===== src/rtl/alu_muldiv_pkg.sv =====
`default_nettype none
// +----------------------------------------------------------------------------+
// | Package     : alu_muldiv_pkg                                               |
// | Description : Shared opcode / function-field encodings and multiply-divide |
// |               sequencer state type for the alu_muldiv execute-stage ALU.   |
// |               ALU_ITERATIVE_MULT_EN adds the S_MUL sequencer state.        |
// | Revision    : 1.0 - initial release                                        |
// +----------------------------------------------------------------------------+
package alu_muldiv_pkg;

  // Primary opcode field (instr[31:26])
  localparam logic [5:0] OP_RTYPE = 6'h00;
  localparam logic [5:0] OP_ADDIU = 6'h09;
  localparam logic [5:0] OP_SLTI  = 6'h0A;
  localparam logic [5:0] OP_SLTIU = 6'h0B;
  localparam logic [5:0] OP_ANDI  = 6'h0C;
  localparam logic [5:0] OP_ORI   = 6'h0D;
  localparam logic [5:0] OP_XORI  = 6'h0E;
  localparam logic [5:0] OP_LUI   = 6'h0F;
  localparam logic [5:0] OP_LW    = 6'h23;
  localparam logic [5:0] OP_SW    = 6'h2B;

  // R-type function field (instr[5:0])
  localparam logic [5:0] FN_SLL   = 6'h00;
  localparam logic [5:0] FN_SRL   = 6'h02;
  localparam logic [5:0] FN_SRA   = 6'h03;
  localparam logic [5:0] FN_SLLV  = 6'h04;
  localparam logic [5:0] FN_SRLV  = 6'h06;
  localparam logic [5:0] FN_SRAV  = 6'h07;
  localparam logic [5:0] FN_MFHI  = 6'h10;
  localparam logic [5:0] FN_MTHI  = 6'h11;
  localparam logic [5:0] FN_MFLO  = 6'h12;
  localparam logic [5:0] FN_MTLO  = 6'h13;
  localparam logic [5:0] FN_MULT  = 6'h18;
  localparam logic [5:0] FN_MULTU = 6'h19;
  localparam logic [5:0] FN_DIV   = 6'h1A;
  localparam logic [5:0] FN_DIVU  = 6'h1B;
  localparam logic [5:0] FN_ADDU  = 6'h21;
  localparam logic [5:0] FN_SUBU  = 6'h23;
  localparam logic [5:0] FN_AND   = 6'h24;
  localparam logic [5:0] FN_OR    = 6'h25;
  localparam logic [5:0] FN_XOR   = 6'h26;
  localparam logic [5:0] FN_NOR   = 6'h27;
  localparam logic [5:0] FN_SLT   = 6'h2A;
  localparam logic [5:0] FN_SLTU  = 6'h2B;

  // Multiply/divide sequencer states
`ifdef ALU_ITERATIVE_MULT_EN
  typedef enum logic [1:0] {
    S_IDLE = 2'd0,
    S_MUL  = 2'd1,
    S_DIV  = 2'd2
  } md_state_t;
`else
  typedef enum logic [1:0] {
    S_IDLE = 2'd0,
    S_DIV  = 2'd2
  } md_state_t;
`endif

endpackage : alu_muldiv_pkg
`default_nettype wire


===== src/rtl/alu_muldiv_if.sv =====
`default_nettype none
// +----------------------------------------------------------------------------+
// | Interface   : alu_muldiv_if                                                |
// | Description : Operand / result bundle between the pipeline control (master)|
// |               and the alu_muldiv execute-stage ALU (slave).                |
// |   op1, op2      master->slave  rs value, rt value or extended immediate    |
// |   ALUOp         master->slave  opcode field                                |
// |   func_code     master->slave  R-type function field                       |
// |   shamt         master->slave  shift amount                                |
// |   in_valid      master->slave  instruction present; gates HI/LO/FSM        |
// |   alu_out       slave->master  combinational result                        |
// |   busy          slave->master  multi-cycle op in flight (stall)            |
// |   hi, lo        slave->master  HI/LO register contents                     |
// | Revision    : 1.0 - initial release                                        |
// +----------------------------------------------------------------------------+
interface alu_muldiv_if #(
  parameter int WIDTH   = 32,
  parameter int SHAMT_W = $clog2(WIDTH)
);
  logic [WIDTH-1:0]   op1;
  logic [WIDTH-1:0]   op2;
  logic [5:0]         ALUOp;
  logic [5:0]         func_code;
  logic [SHAMT_W-1:0] shamt;
  logic               in_valid;
  logic [WIDTH-1:0]   alu_out;
  logic               busy;
  logic [WIDTH-1:0]   hi;
  logic [WIDTH-1:0]   lo;

  modport master (
    output op1, op2, ALUOp, func_code, shamt, in_valid,
    input  alu_out, busy, hi, lo
  );

  modport slave (
    input  op1, op2, ALUOp, func_code, shamt, in_valid,
    output alu_out, busy, hi, lo
  );
endinterface : alu_muldiv_if
`default_nettype wire


===== src/rtl/alu_muldiv_seq.sv =====
`default_nettype none
// +----------------------------------------------------------------------------+
// | Module      : muldiv_seq                                                   |
// | Description : HI/LO registers plus the multi-cycle sequencer: restoring    |
// |               divider (one quotient bit per cycle, magnitudes + sign fix). |
// |               With ALU_ITERATIVE_MULT_EN multiply runs as a shift-add      |
// |               sequence on the same registers; otherwise the full product   |
// |               arrives on prod and is written in one cycle.                 |
// |   clk, reset         clock, asynchronous active-high reset                 |
// |   in_valid           instruction present this cycle                        |
// |   do_mthi/do_mtlo    write HI/LO from op1                                  |
// |   do_mult/do_div     start multiply / divide; is_signed selects signed     |
// |   op1, op2           operands (dividend/divisor, multiplicands)            |
// |   prod               full product (single-cycle multiply build only)       |
// |   hi, lo, busy       registered outputs                                    |
// | Revision    : 1.0 - initial release                                        |
// +----------------------------------------------------------------------------+
module muldiv_seq
  import alu_muldiv_pkg::*;
#(
  parameter int WIDTH = 32,
  parameter int CNT_W = $clog2(WIDTH+1)
) (
  input  logic               clk,
  input  logic               reset,
  input  logic               in_valid,
  input  logic               do_mthi,
  input  logic               do_mtlo,
  input  logic               do_mult,
  input  logic               do_div,
  input  logic               is_signed,
  input  logic [WIDTH-1:0]   op1,
  input  logic [WIDTH-1:0]   op2,
`ifndef ALU_ITERATIVE_MULT_EN
  input  logic [2*WIDTH-1:0] prod,
`endif
  output logic [WIDTH-1:0]   hi,
  output logic [WIDTH-1:0]   lo,
  output logic               busy
);

  localparam logic [CNT_W-1:0] C_LAST = CNT_W'(WIDTH-1);

  md_state_t        r_state, w_state_n;
  logic [CNT_W-1:0] r_cnt,   w_cnt_n;
  logic [WIDTH-1:0] r_rem,   w_rem_n;   // partial remainder / product high half
  logic [WIDTH-1:0] r_quo,   w_quo_n;   // dividend->quotient / multiplier->product low half
  logic [WIDTH-1:0] r_dvs,   w_dvs_n;   // divisor / multiplicand magnitude
  logic             r_neg_q, w_neg_q_n; // negate quotient (or product)
  logic             r_neg_r, w_neg_r_n; // negate remainder
  logic             r_divz,  w_divz_n;
  logic [WIDTH-1:0] r_hi,    w_hi_n;
  logic [WIDTH-1:0] r_lo,    w_lo_n;
  logic             r_busy;

  // Operand magnitudes for the signed variants
  logic             w_a_neg, w_b_neg;
  logic [WIDTH-1:0] w_a_mag, w_b_mag;
  assign w_a_neg = is_signed & op1[WIDTH-1];
  assign w_b_neg = is_signed & op2[WIDTH-1];
  assign w_a_mag = w_a_neg ? -op1 : op1;
  assign w_b_mag = w_b_neg ? -op2 : op2;

  // One restoring-division step: shift the next dividend bit into the remainder
  // and subtract when it fits. The shifted value needs WIDTH+1 bits, but a
  // successful difference is below the divisor, so WIDTH bits hold it.
  logic [WIDTH:0]   w_shift;
  logic             w_ge;
  logic [WIDTH-1:0] w_div_rem, w_div_quo, w_q_fix, w_r_fix;
  assign w_shift   = {r_rem, r_quo[WIDTH-1]};
  assign w_ge      = (w_shift >= {1'b0, r_dvs});
  assign w_div_rem = w_ge ? (w_shift[WIDTH-1:0] - r_dvs) : w_shift[WIDTH-1:0];
  assign w_div_quo = {r_quo[WIDTH-2:0], w_ge};
  assign w_q_fix   = r_neg_q ? -w_div_quo : w_div_quo;
  assign w_r_fix   = r_neg_r ? -w_div_rem : w_div_rem;

`ifdef ALU_ITERATIVE_MULT_EN
  // One shift-add step: add multiplicand when the multiplier LSB is set, then
  // shift the {high, low} pair right; the carry lands in the high half's MSB.
  logic [WIDTH:0]     w_sum;
  logic [2*WIDTH-1:0] w_prod, w_prod_fix;
  assign w_sum      = {1'b0, r_rem} + (r_quo[0] ? {1'b0, r_dvs} : {(WIDTH+1){1'b0}});
  assign w_prod     = {w_sum, r_quo[WIDTH-1:1]};
  assign w_prod_fix = r_neg_q ? -w_prod : w_prod;
`endif

  always_comb begin
    w_state_n = r_state;
    w_cnt_n   = r_cnt;
    w_rem_n   = r_rem;
    w_quo_n   = r_quo;
    w_dvs_n   = r_dvs;
    w_neg_q_n = r_neg_q;
    w_neg_r_n = r_neg_r;
    w_divz_n  = r_divz;
    w_hi_n    = r_hi;
    w_lo_n    = r_lo;
    case (r_state)
      S_IDLE: begin
        if (in_valid) begin
          if (do_mthi) w_hi_n = op1;
          if (do_mtlo) w_lo_n = op1;
          if (do_div) begin
            w_state_n = S_DIV;
            w_cnt_n   = '0;
            w_rem_n   = '0;
            w_quo_n   = w_a_mag;
            w_dvs_n   = w_b_mag;
            w_neg_q_n = w_a_neg ^ w_b_neg;
            w_neg_r_n = w_a_neg;
            w_divz_n  = (op2 == '0);
          end
`ifdef ALU_ITERATIVE_MULT_EN
          if (do_mult) begin
            w_state_n = S_MUL;
            w_cnt_n   = '0;
            w_rem_n   = '0;
            w_quo_n   = w_b_mag;
            w_dvs_n   = w_a_mag;
            w_neg_q_n = w_a_neg ^ w_b_neg;
          end
`else
          if (do_mult) begin
            w_hi_n = prod[2*WIDTH-1:WIDTH];
            w_lo_n = prod[WIDTH-1:0];
          end
`endif
        end
      end
      S_DIV: begin
        w_rem_n = w_div_rem;
        w_quo_n = w_div_quo;
        w_cnt_n = r_cnt + CNT_W'(1);
        if (r_cnt == C_LAST) begin
          w_state_n = S_IDLE;
          w_cnt_n   = '0;
          w_hi_n    = w_r_fix;
          // Divide by zero: remainder path already reproduces the dividend
          w_lo_n    = r_divz ? '1 : w_q_fix;
        end
      end
`ifdef ALU_ITERATIVE_MULT_EN
      S_MUL: begin
        w_rem_n = w_prod[2*WIDTH-1:WIDTH];
        w_quo_n = w_prod[WIDTH-1:0];
        w_cnt_n = r_cnt + CNT_W'(1);
        if (r_cnt == C_LAST) begin
          w_state_n = S_IDLE;
          w_cnt_n   = '0;
          w_hi_n    = w_prod_fix[2*WIDTH-1:WIDTH];
          w_lo_n    = w_prod_fix[WIDTH-1:0];
        end
      end
`endif
      default: w_state_n = S_IDLE;
    endcase
  end

  always_ff @(posedge clk or posedge reset) begin
    if (reset) begin
      r_state <= S_IDLE;
      r_cnt   <= '0;
      r_rem   <= '0;
      r_quo   <= '0;
      r_dvs   <= '0;
      r_neg_q <= 1'b0;
      r_neg_r <= 1'b0;
      r_divz  <= 1'b0;
      r_hi    <= '0;
      r_lo    <= '0;
      r_busy  <= 1'b0;
    end else begin
      r_state <= w_state_n;
      r_cnt   <= w_cnt_n;
      r_rem   <= w_rem_n;
      r_quo   <= w_quo_n;
      r_dvs   <= w_dvs_n;
      r_neg_q <= w_neg_q_n;
      r_neg_r <= w_neg_r_n;
      r_divz  <= w_divz_n;
      r_hi    <= w_hi_n;
      r_lo    <= w_lo_n;
      r_busy  <= (w_state_n != S_IDLE);
    end
  end

  assign hi   = r_hi;
  assign lo   = r_lo;
  assign busy = r_busy;

endmodule : muldiv_seq
`default_nettype wire


===== src/rtl/alu_muldiv.sv =====
`default_nettype none
// +----------------------------------------------------------------------------+
// | Module      : alu_muldiv                                                   |
// | Description : Execute-stage MIPS-I integer ALU with HI/LO registers and a  |
// |               multi-cycle divider (busy/stall handshake). Decode and the   |
// |               result mux live here; sequencing lives in muldiv_seq.        |
// |               Define ALU_ITERATIVE_MULT_EN for a shift-add multiplier      |
// |               instead of the single-cycle array multiplier.                |
// |   clk        clock, rising edge                                            |
// |   reset      asynchronous, active-high                                     |
// |   bus        alu_muldiv_if.slave: operands, opcode/func, shamt, in_valid,  |
// |              alu_out, busy, hi, lo                                         |
// | Revision    : 1.0 - initial release                                        |
// +----------------------------------------------------------------------------+
module alu_muldiv
  import alu_muldiv_pkg::*;
#(
  parameter int WIDTH   = 32,
  parameter int SHAMT_W = $clog2(WIDTH),
  parameter int CNT_W   = $clog2(WIDTH+1)
) (
  input  logic         clk,
  input  logic         reset,
  alu_muldiv_if.slave  bus
);

  logic             w_is_r;
  logic             w_do_mthi, w_do_mtlo, w_do_mult, w_do_div, w_is_signed;
  logic [WIDTH-1:0] w_hi, w_lo;
  logic             w_busy;
  logic             w_lt_s, w_lt_u;
  logic [WIDTH-1:0] w_result;

  assign w_is_r      = (bus.ALUOp == OP_RTYPE);
  assign w_do_mthi   = w_is_r && (bus.func_code == FN_MTHI);
  assign w_do_mtlo   = w_is_r && (bus.func_code == FN_MTLO);
  assign w_do_mult   = w_is_r && ((bus.func_code == FN_MULT) || (bus.func_code == FN_MULTU));
  assign w_do_div    = w_is_r && ((bus.func_code == FN_DIV)  || (bus.func_code == FN_DIVU));
  assign w_is_signed = (bus.func_code == FN_MULT) || (bus.func_code == FN_DIV);

`ifndef ALU_ITERATIVE_MULT_EN
  // Extending both operands to 2*WIDTH makes the truncated product exact for
  // signed and unsigned alike.
  logic [2*WIDTH-1:0] w_ext1, w_ext2, w_prod;
  assign w_ext1 = w_is_signed ? {{WIDTH{bus.op1[WIDTH-1]}}, bus.op1} : {{WIDTH{1'b0}}, bus.op1};
  assign w_ext2 = w_is_signed ? {{WIDTH{bus.op2[WIDTH-1]}}, bus.op2} : {{WIDTH{1'b0}}, bus.op2};
  assign w_prod = w_ext1 * w_ext2;
`endif

  muldiv_seq #(
    .WIDTH (WIDTH),
    .CNT_W (CNT_W)
  ) u_seq (
    .clk       (clk),
    .reset     (reset),
    .in_valid  (bus.in_valid),
    .do_mthi   (w_do_mthi),
    .do_mtlo   (w_do_mtlo),
    .do_mult   (w_do_mult),
    .do_div    (w_do_div),
    .is_signed (w_is_signed),
    .op1       (bus.op1),
    .op2       (bus.op2),
`ifndef ALU_ITERATIVE_MULT_EN
    .prod      (w_prod),
`endif
    .hi        (w_hi),
    .lo        (w_lo),
    .busy      (w_busy)
  );

  assign w_lt_s = ($signed(bus.op1) < $signed(bus.op2));
  assign w_lt_u = (bus.op1 < bus.op2);

  always_comb begin
    w_result = '0;
    case (bus.ALUOp)
      OP_RTYPE: begin
        case (bus.func_code)
          FN_SLL:  w_result = bus.op2 << bus.shamt;
          FN_SRL:  w_result = bus.op2 >> bus.shamt;
          FN_SRA:  w_result = $signed(bus.op2) >>> bus.shamt;
          FN_SLLV: w_result = bus.op2 << bus.op1[SHAMT_W-1:0];
          FN_SRLV: w_result = bus.op2 >> bus.op1[SHAMT_W-1:0];
          FN_SRAV: w_result = $signed(bus.op2) >>> bus.op1[SHAMT_W-1:0];
          FN_MFHI: w_result = w_hi;
          FN_MFLO: w_result = w_lo;
          FN_ADDU: w_result = bus.op1 + bus.op2;
          FN_SUBU: w_result = bus.op1 - bus.op2;
          FN_AND:  w_result = bus.op1 & bus.op2;
          FN_OR:   w_result = bus.op1 | bus.op2;
          FN_XOR:  w_result = bus.op1 ^ bus.op2;
          FN_NOR:  w_result = ~(bus.op1 | bus.op2);
          FN_SLT:  w_result = {{(WIDTH-1){1'b0}}, w_lt_s};
          FN_SLTU: w_result = {{(WIDTH-1){1'b0}}, w_lt_u};
          default: w_result = '0;
        endcase
      end
      OP_ADDIU, OP_LW, OP_SW: w_result = bus.op1 + bus.op2;
      OP_SLTI:  w_result = {{(WIDTH-1){1'b0}}, w_lt_s};
      OP_SLTIU: w_result = {{(WIDTH-1){1'b0}}, w_lt_u};
      OP_ANDI:  w_result = bus.op1 & bus.op2;
      OP_ORI:   w_result = bus.op1 | bus.op2;
      OP_XORI:  w_result = bus.op1 ^ bus.op2;
      OP_LUI:   w_result = bus.op2 << (WIDTH/2);
      default:  w_result = '0;
    endcase
  end

  assign bus.alu_out = w_result;
  assign bus.busy    = w_busy;
  assign bus.hi      = w_hi;
  assign bus.lo      = w_lo;

endmodule : alu_muldiv
`default_nettype wire

===== src/flat_wrapper.sv =====
// flat-port wrapper written by rule: the top's interface ports become plain ports
module alu_muldiv_flat import alu_muldiv_pkg::*;
#(
  parameter int WIDTH   = 32,
  parameter int SHAMT_W = $clog2(WIDTH),
  parameter int CNT_W   = $clog2(WIDTH+1)
)
  (clk, reset, bus_op1, bus_op2, bus_ALUOp, bus_func_code, bus_shamt, bus_in_valid, bus_alu_out, bus_busy, bus_hi, bus_lo);
  alu_muldiv_if #(.WIDTH(WIDTH), .SHAMT_W(SHAMT_W)) bus_i ();
  input  logic clk;
  input  logic reset;
  input wire logic [$bits(bus_i.op1)-1:0] bus_op1;
  input wire logic [$bits(bus_i.op2)-1:0] bus_op2;
  input wire logic [$bits(bus_i.ALUOp)-1:0] bus_ALUOp;
  input wire logic [$bits(bus_i.func_code)-1:0] bus_func_code;
  input wire logic [$bits(bus_i.shamt)-1:0] bus_shamt;
  input wire logic [$bits(bus_i.in_valid)-1:0] bus_in_valid;
  output wire logic [$bits(bus_i.alu_out)-1:0] bus_alu_out;
  output wire logic [$bits(bus_i.busy)-1:0] bus_busy;
  output wire logic [$bits(bus_i.hi)-1:0] bus_hi;
  output wire logic [$bits(bus_i.lo)-1:0] bus_lo;
  assign bus_i.op1 = bus_op1;
  assign bus_i.op2 = bus_op2;
  assign bus_i.ALUOp = bus_ALUOp;
  assign bus_i.func_code = bus_func_code;
  assign bus_i.shamt = bus_shamt;
  assign bus_i.in_valid = bus_in_valid;
  assign bus_alu_out = bus_i.alu_out;
  assign bus_busy = bus_i.busy;
  assign bus_hi = bus_i.hi;
  assign bus_lo = bus_i.lo;
  alu_muldiv #(.WIDTH(WIDTH), .SHAMT_W(SHAMT_W), .CNT_W(CNT_W)) u_core (.clk(clk), .reset(reset), .bus(bus_i));
endmodule

===== config.mk =====
export PLATFORM = sky130hd
export DESIGN_NAME = alu_muldiv_flat
export DESIGN_NICKNAME = d
export VERILOG_FILES = /design/src/rtl/alu_muldiv_pkg.sv /design/src/rtl/alu_muldiv_if.sv /design/src/rtl/alu_muldiv_seq.sv /design/src/rtl/alu_muldiv.sv /design/src/flat_wrapper.sv
export SDC_FILE = /design/constraint.sdc
export NUM_CORES = 2
export LEC_CHECK = 0
export ABC_AREA = 1
export CORE_MARGIN = 5
export CORE_UTILIZATION = 60
export DETAILED_ROUTE_END_ITERATION = 7
export PLACE_DENSITY = 0.81
export SETUP_SLACK_MARGIN = 0.15
export SKIP_CTS_REPAIR_TIMING = 1
export SYNTH_ARGS = -nofsm -noshare
export SYNTH_HDL_FRONTEND = slang
export SYNTH_HIERARCHICAL = 1
export SYNTH_SLANG_ARGS = --single-unit

===== constraint.sdc =====
create_clock -name clk -period 6.3 [get_ports clk]
set_clock_uncertainty 0.05 [all_clocks]
set_input_delay 1.575 -clock clk [delete_from_list [all_inputs] [get_ports clk]]
set_output_delay 1.575 -clock clk [all_outputs]
set_load 0.01 [all_outputs]

==> results of run 1 <==
## cells by family after synthesis
group | Yosys count | synth area share
AO/OA/AOI/OAI | 932 | 0.0741
XOR/XNOR | 174 | 0.0201
adder cells (fa/ha/maj) | 1868 | 0.449
buffers and inverters | 3090 | 0.156
flip-flops | 172 | 0.0567
other | 1 | 0.0000494
AND/OR/NAND/NOR | 4446 | 0.244
## per-layer routing
metal	overflow	global-route usage
met5	4	0.333
met1	31	0.764
met2	327	0.905
met4	195	0.712
met3	43	0.607
## synth_stat cells, types with 51 or more instances
cell type / instances / area, sq um
nand2_1: 2723 / 10200
inv_1: 2620 / 9830
fa_1: 1421 / 28400
nand3_1: 799 / 4000
nor2_1: 613 / 2300
ha_1: 447 / 5590
a21oi_1: 288 / 1440
clkbuf_1: 285 / 1070
o21ai_0: 252 / 1260
dfrtp_1: 172 / 4300
xor2_1: 123 / 1080
buf_1: 85 / 319
nand4_1: 83 / 519
o22ai_1: 73 / 457
nor3_1: 64 / 320
xnor2_1: 51 / 447
## stage by stage
step / area, sq um / std cells / setup TNS [ps] / setup slack (ps)
4_1_cts: 93800 / 13800 / -233940 / -4770
3_5_place_dp: 93200 / 13800 / -257990 / -5210
3_3_place_gp: 93200 / 13800 / -247130 / -4940
2_1_floorplan: 78200 / 10700 / -130930 / -3380
==> out/results.txt, run 1 <==
Mapped Cells = 10700
Mapped Area = 75900 sq um
largest net degree at the start of global routing = 173
error msg = [ERROR GRT-0232] Routing congestion too high. Check the congestion heatmap in the GUI.
Total GRT Usage = 0.751
Top FF cell, synth = dfrtp_1
WEP type = sequential cell input
clock tree buffer depth = 2
port bufs = 180
synth warn = 6
Distinct cells, synth = 71
run status = stopped before the end
dpl hpwl = 328000 microns
Yosys reg bits = 172
step where the flow halted = global routing
post-GRT worst EP = u_core/u_seq/hi[24]$_DFFE_PP0P_/D
total gr overflow = 600
# IOs = 181
Post-synth EDFFs = 0
Die W = 366 microns
floorplan row count = 130
Syn Area/Cell = 7.10 sq um
Post-Syn Nets = 12600
cts bufs inserted = 17
Post-synth ARST share = 1.00
H-tree depth = 4
root buffer cell = clkbuf_16
Initial Util = 0.604
total clock sinks = 172
die height = 366 microns
sequential fraction of the synthesis area = 0.0567
gpl congestion = 1.21
==> run 2, diff against run 1 <==
Settings changed: CORE_UTILIZATION 60 to 40, PLACE_DENSITY 0.81 to default, PLACE_DENSITY_LB_ADDON from default to 0.15, SETUP_SLACK_MARGIN 0.15 to default.
Clock period 6.3 ns to 8.2 ns, I/O delays scaled along.
==> run 2 against run 1 <==
Effect of this change:
- the flow now finishes, with violations (setup timing)
- synthesized cell count stayed put
- area after synthesis stayed put
==> out/results.txt, run 2 <==
run status = finished with violations
failing checks = setup timing
R2R Path Start = u_core/u_seq/r_rem[27]
gpl congestion = 1.08 (-11%)
top cells by area, synth = fa_1, nand2_1, inv_1
Post-synth ARST share = 1.00 (unchanged)
critical path startpoint = bus_func_code[3]
dpl cell area = 93200 sq um (about the same)
# IOs = 181 (unchanged)
Max Cap Viol = 0
count leader, synth = nand2_1
slowest CP cell = fa_2
Slew headroom = 0.225
Setup CP Type = input port to register
first-pass GRT wire length = 572000 microns
First-pass DRT Iterations = 6
die height = 446 microns (+22%)
Worst EP required = 8530 ps
most frequent cells in the layout = nand2_1, inv_1, buf_4, fa_1, nand3_1
largest net degree at the start of global routing = 116
number of routed nets with antenna violations = 0
total clock sinks = 172 (unchanged)
synth warn = 6 (unchanged)
most common cell after layout, fill and taps aside = nand2_1
Top FF cell, synth = dfrtp_1
Distinct cells, synth = 71 (unchanged)
largest family of logic cells by synthesized area = adder cells
die area = 198000 sq um
RSZ-0062 raised after global routing = true
CP max FO = 8
area grow syn2layout = 27.4%
simple-gate share of the synthesized area = 0.244 (unchanged)
mux contribution to synthesized area = 0 (unchanged)
filler-free cell count of the finished design = 14600
core area = 188000 sq um
Via density = 5.40
CTS tree = yes
Residual DRC = 0
floorplan row count = 159 (+22%)
Mapped Area = 75900 sq um (unchanged)
xor and xnor fraction of the mapped netlist area = 0.0201 (unchanged)
top-area cell type share of the netlist area = 0.375 (unchanged)
initial antenna violation count = 39
Starting DRT DRC Count = 8167
Placed Cells = 14500 (+5.3%)
worst-skew pair later-pin latency = 450 ps
sequential fraction of the synthesis area = 0.0567 (unchanged)
Tcrit/Tclk final = 1.31
min cycle time layout = 10720 ps
type of origin of the critical path = input port
port bufs = 180 (unchanged)
DRT Wirelength = 407000 microns
Routed WL per cell = 27.8 microns
CP arrival = 11050 ps
Mapped Cells = 10700 (unchanged)
Die W = 446 microns (+22%)
CP delay by family, top = adder cells
max incr delay on CP = 710 ps
max-slew violation count = 0
final setup vio count = 53
clk slew on worst S/H paths = 70 ps
share of post-route cells with drive strength above 1 = 0.201
H-tree depth = 4 (unchanged)
Via Count = 79000
adder-cell area share of the yosys netlist = 0.449 (unchanged)
total gr overflow = 0
dpl hpwl = 349000 microns (+6.4%)
class of the worst hold path = register to register
Initial Util = 0.403 (-0.201)
CP Capture Type = register
root buffer cell = clkbuf_16
Fin. Hold Viols = 0
compound-cell area share of the yosys netlist = 0.0741 (unchanged)
clock tree buffer depth = 2 (unchanged)
Post-Syn Nets = 12600 (unchanged)
hold path startpoint = u_core/u_seq/r_dvs[12]
area leader, netlist = fa_1
Peak Freq = 93.3 MHz
Post-synth EDFFs = 0 (unchanged)
Total GRT Usage = 0.402
number of global-route vias before repair = 79300
Slew @ Worst Pin = 1150 ps
final non-filler cell area = 96700 sq um
Yosys reg bits = 172 (unchanged)
final worst slack = -2520 ps
Syn Area/Cell = 7.10 sq um (unchanged)
Post-synth top cells = nand2_1, inv_1, fa_1
Final #Nets = 14100
Worst Path Buf+Inv = 14
Post-Place Setup Slack = -3790 ps (+1420 ps)
cts bufs inserted = 17 (unchanged)
-- run 2: path summary, 6_finish.rpt --
kind	end	slack (ps)	cells after the start
setup reg to reg	u_core/u_seq/lo[24]	2720	21
min in group asynchronous	u_core/u_seq/r_dvs[26]	2000	2
hold / removal	u_core/u_seq/r_dvs[12]	450	2
max in group asynchronous	u_core/u_seq/lo[22]	4570	3
setup / recovery	u_core/u_seq/hi[24]	-2520	42
hold reg to reg	u_core/u_seq/r_dvs[12]	450	2
-- run 2: per-stage QoR --
stage / hold slack (ps) / TNS [ps] / util
2_1_floorplan: 403 / -56610 / -
3_3_place_gp: 422 / -154860 / 0.495
3_5_place_dp: 428 / -155360 / 0.495
4_1_cts: 447 / -131660 / 0.498
5_1_grt: 468 / -109420 / 0.513
6_report: 447 / -100380 / 0.514
-- run 2: final cells by class --
cell class              instances  area [sq um]
repair buffers               1847         16200
inverters                    2640          9950
diodes                         37          92.6
multi-input cells            7421         62400
flip-flops and latches        172          4300
well taps                    2495          3120
fillers                     18900         91500
clock buffers                  17           425
clock inverters                15           155
-- run 2: cells by family after synthesis --
group           count (synthesis)
simple gates                 4446
buf+inv                      3090
fa+ha+maj                    1868
compound gates                932
xor+xnor                      174
flops                         172
other cells                     1
-- run 2: worst min-delay path, delay by kind of cell, from the launching register on --
kind	cells	cell delay (ps)
AO/OA/AOI/OAI	1	60
flip-flops	1	350
AND/OR/NAND/NOR	1	50
-- run 2: metal layers --
layer / vias up / GRT usage / share of wire
met2: 3992 / 0.620 / 0.44
met4: 10 / 0.245 / 0.079
li1: 34800 / - / -
met1: 39400 / 0.528 / 0.40
met3: 864 / 0.0699 / 0.087
met5: - / 0 / 0.00018
Power of run 2 is left out: the tool's default activity adds up to more than one toggle a clock period on the data nets, which glitch-free logic cannot reach.
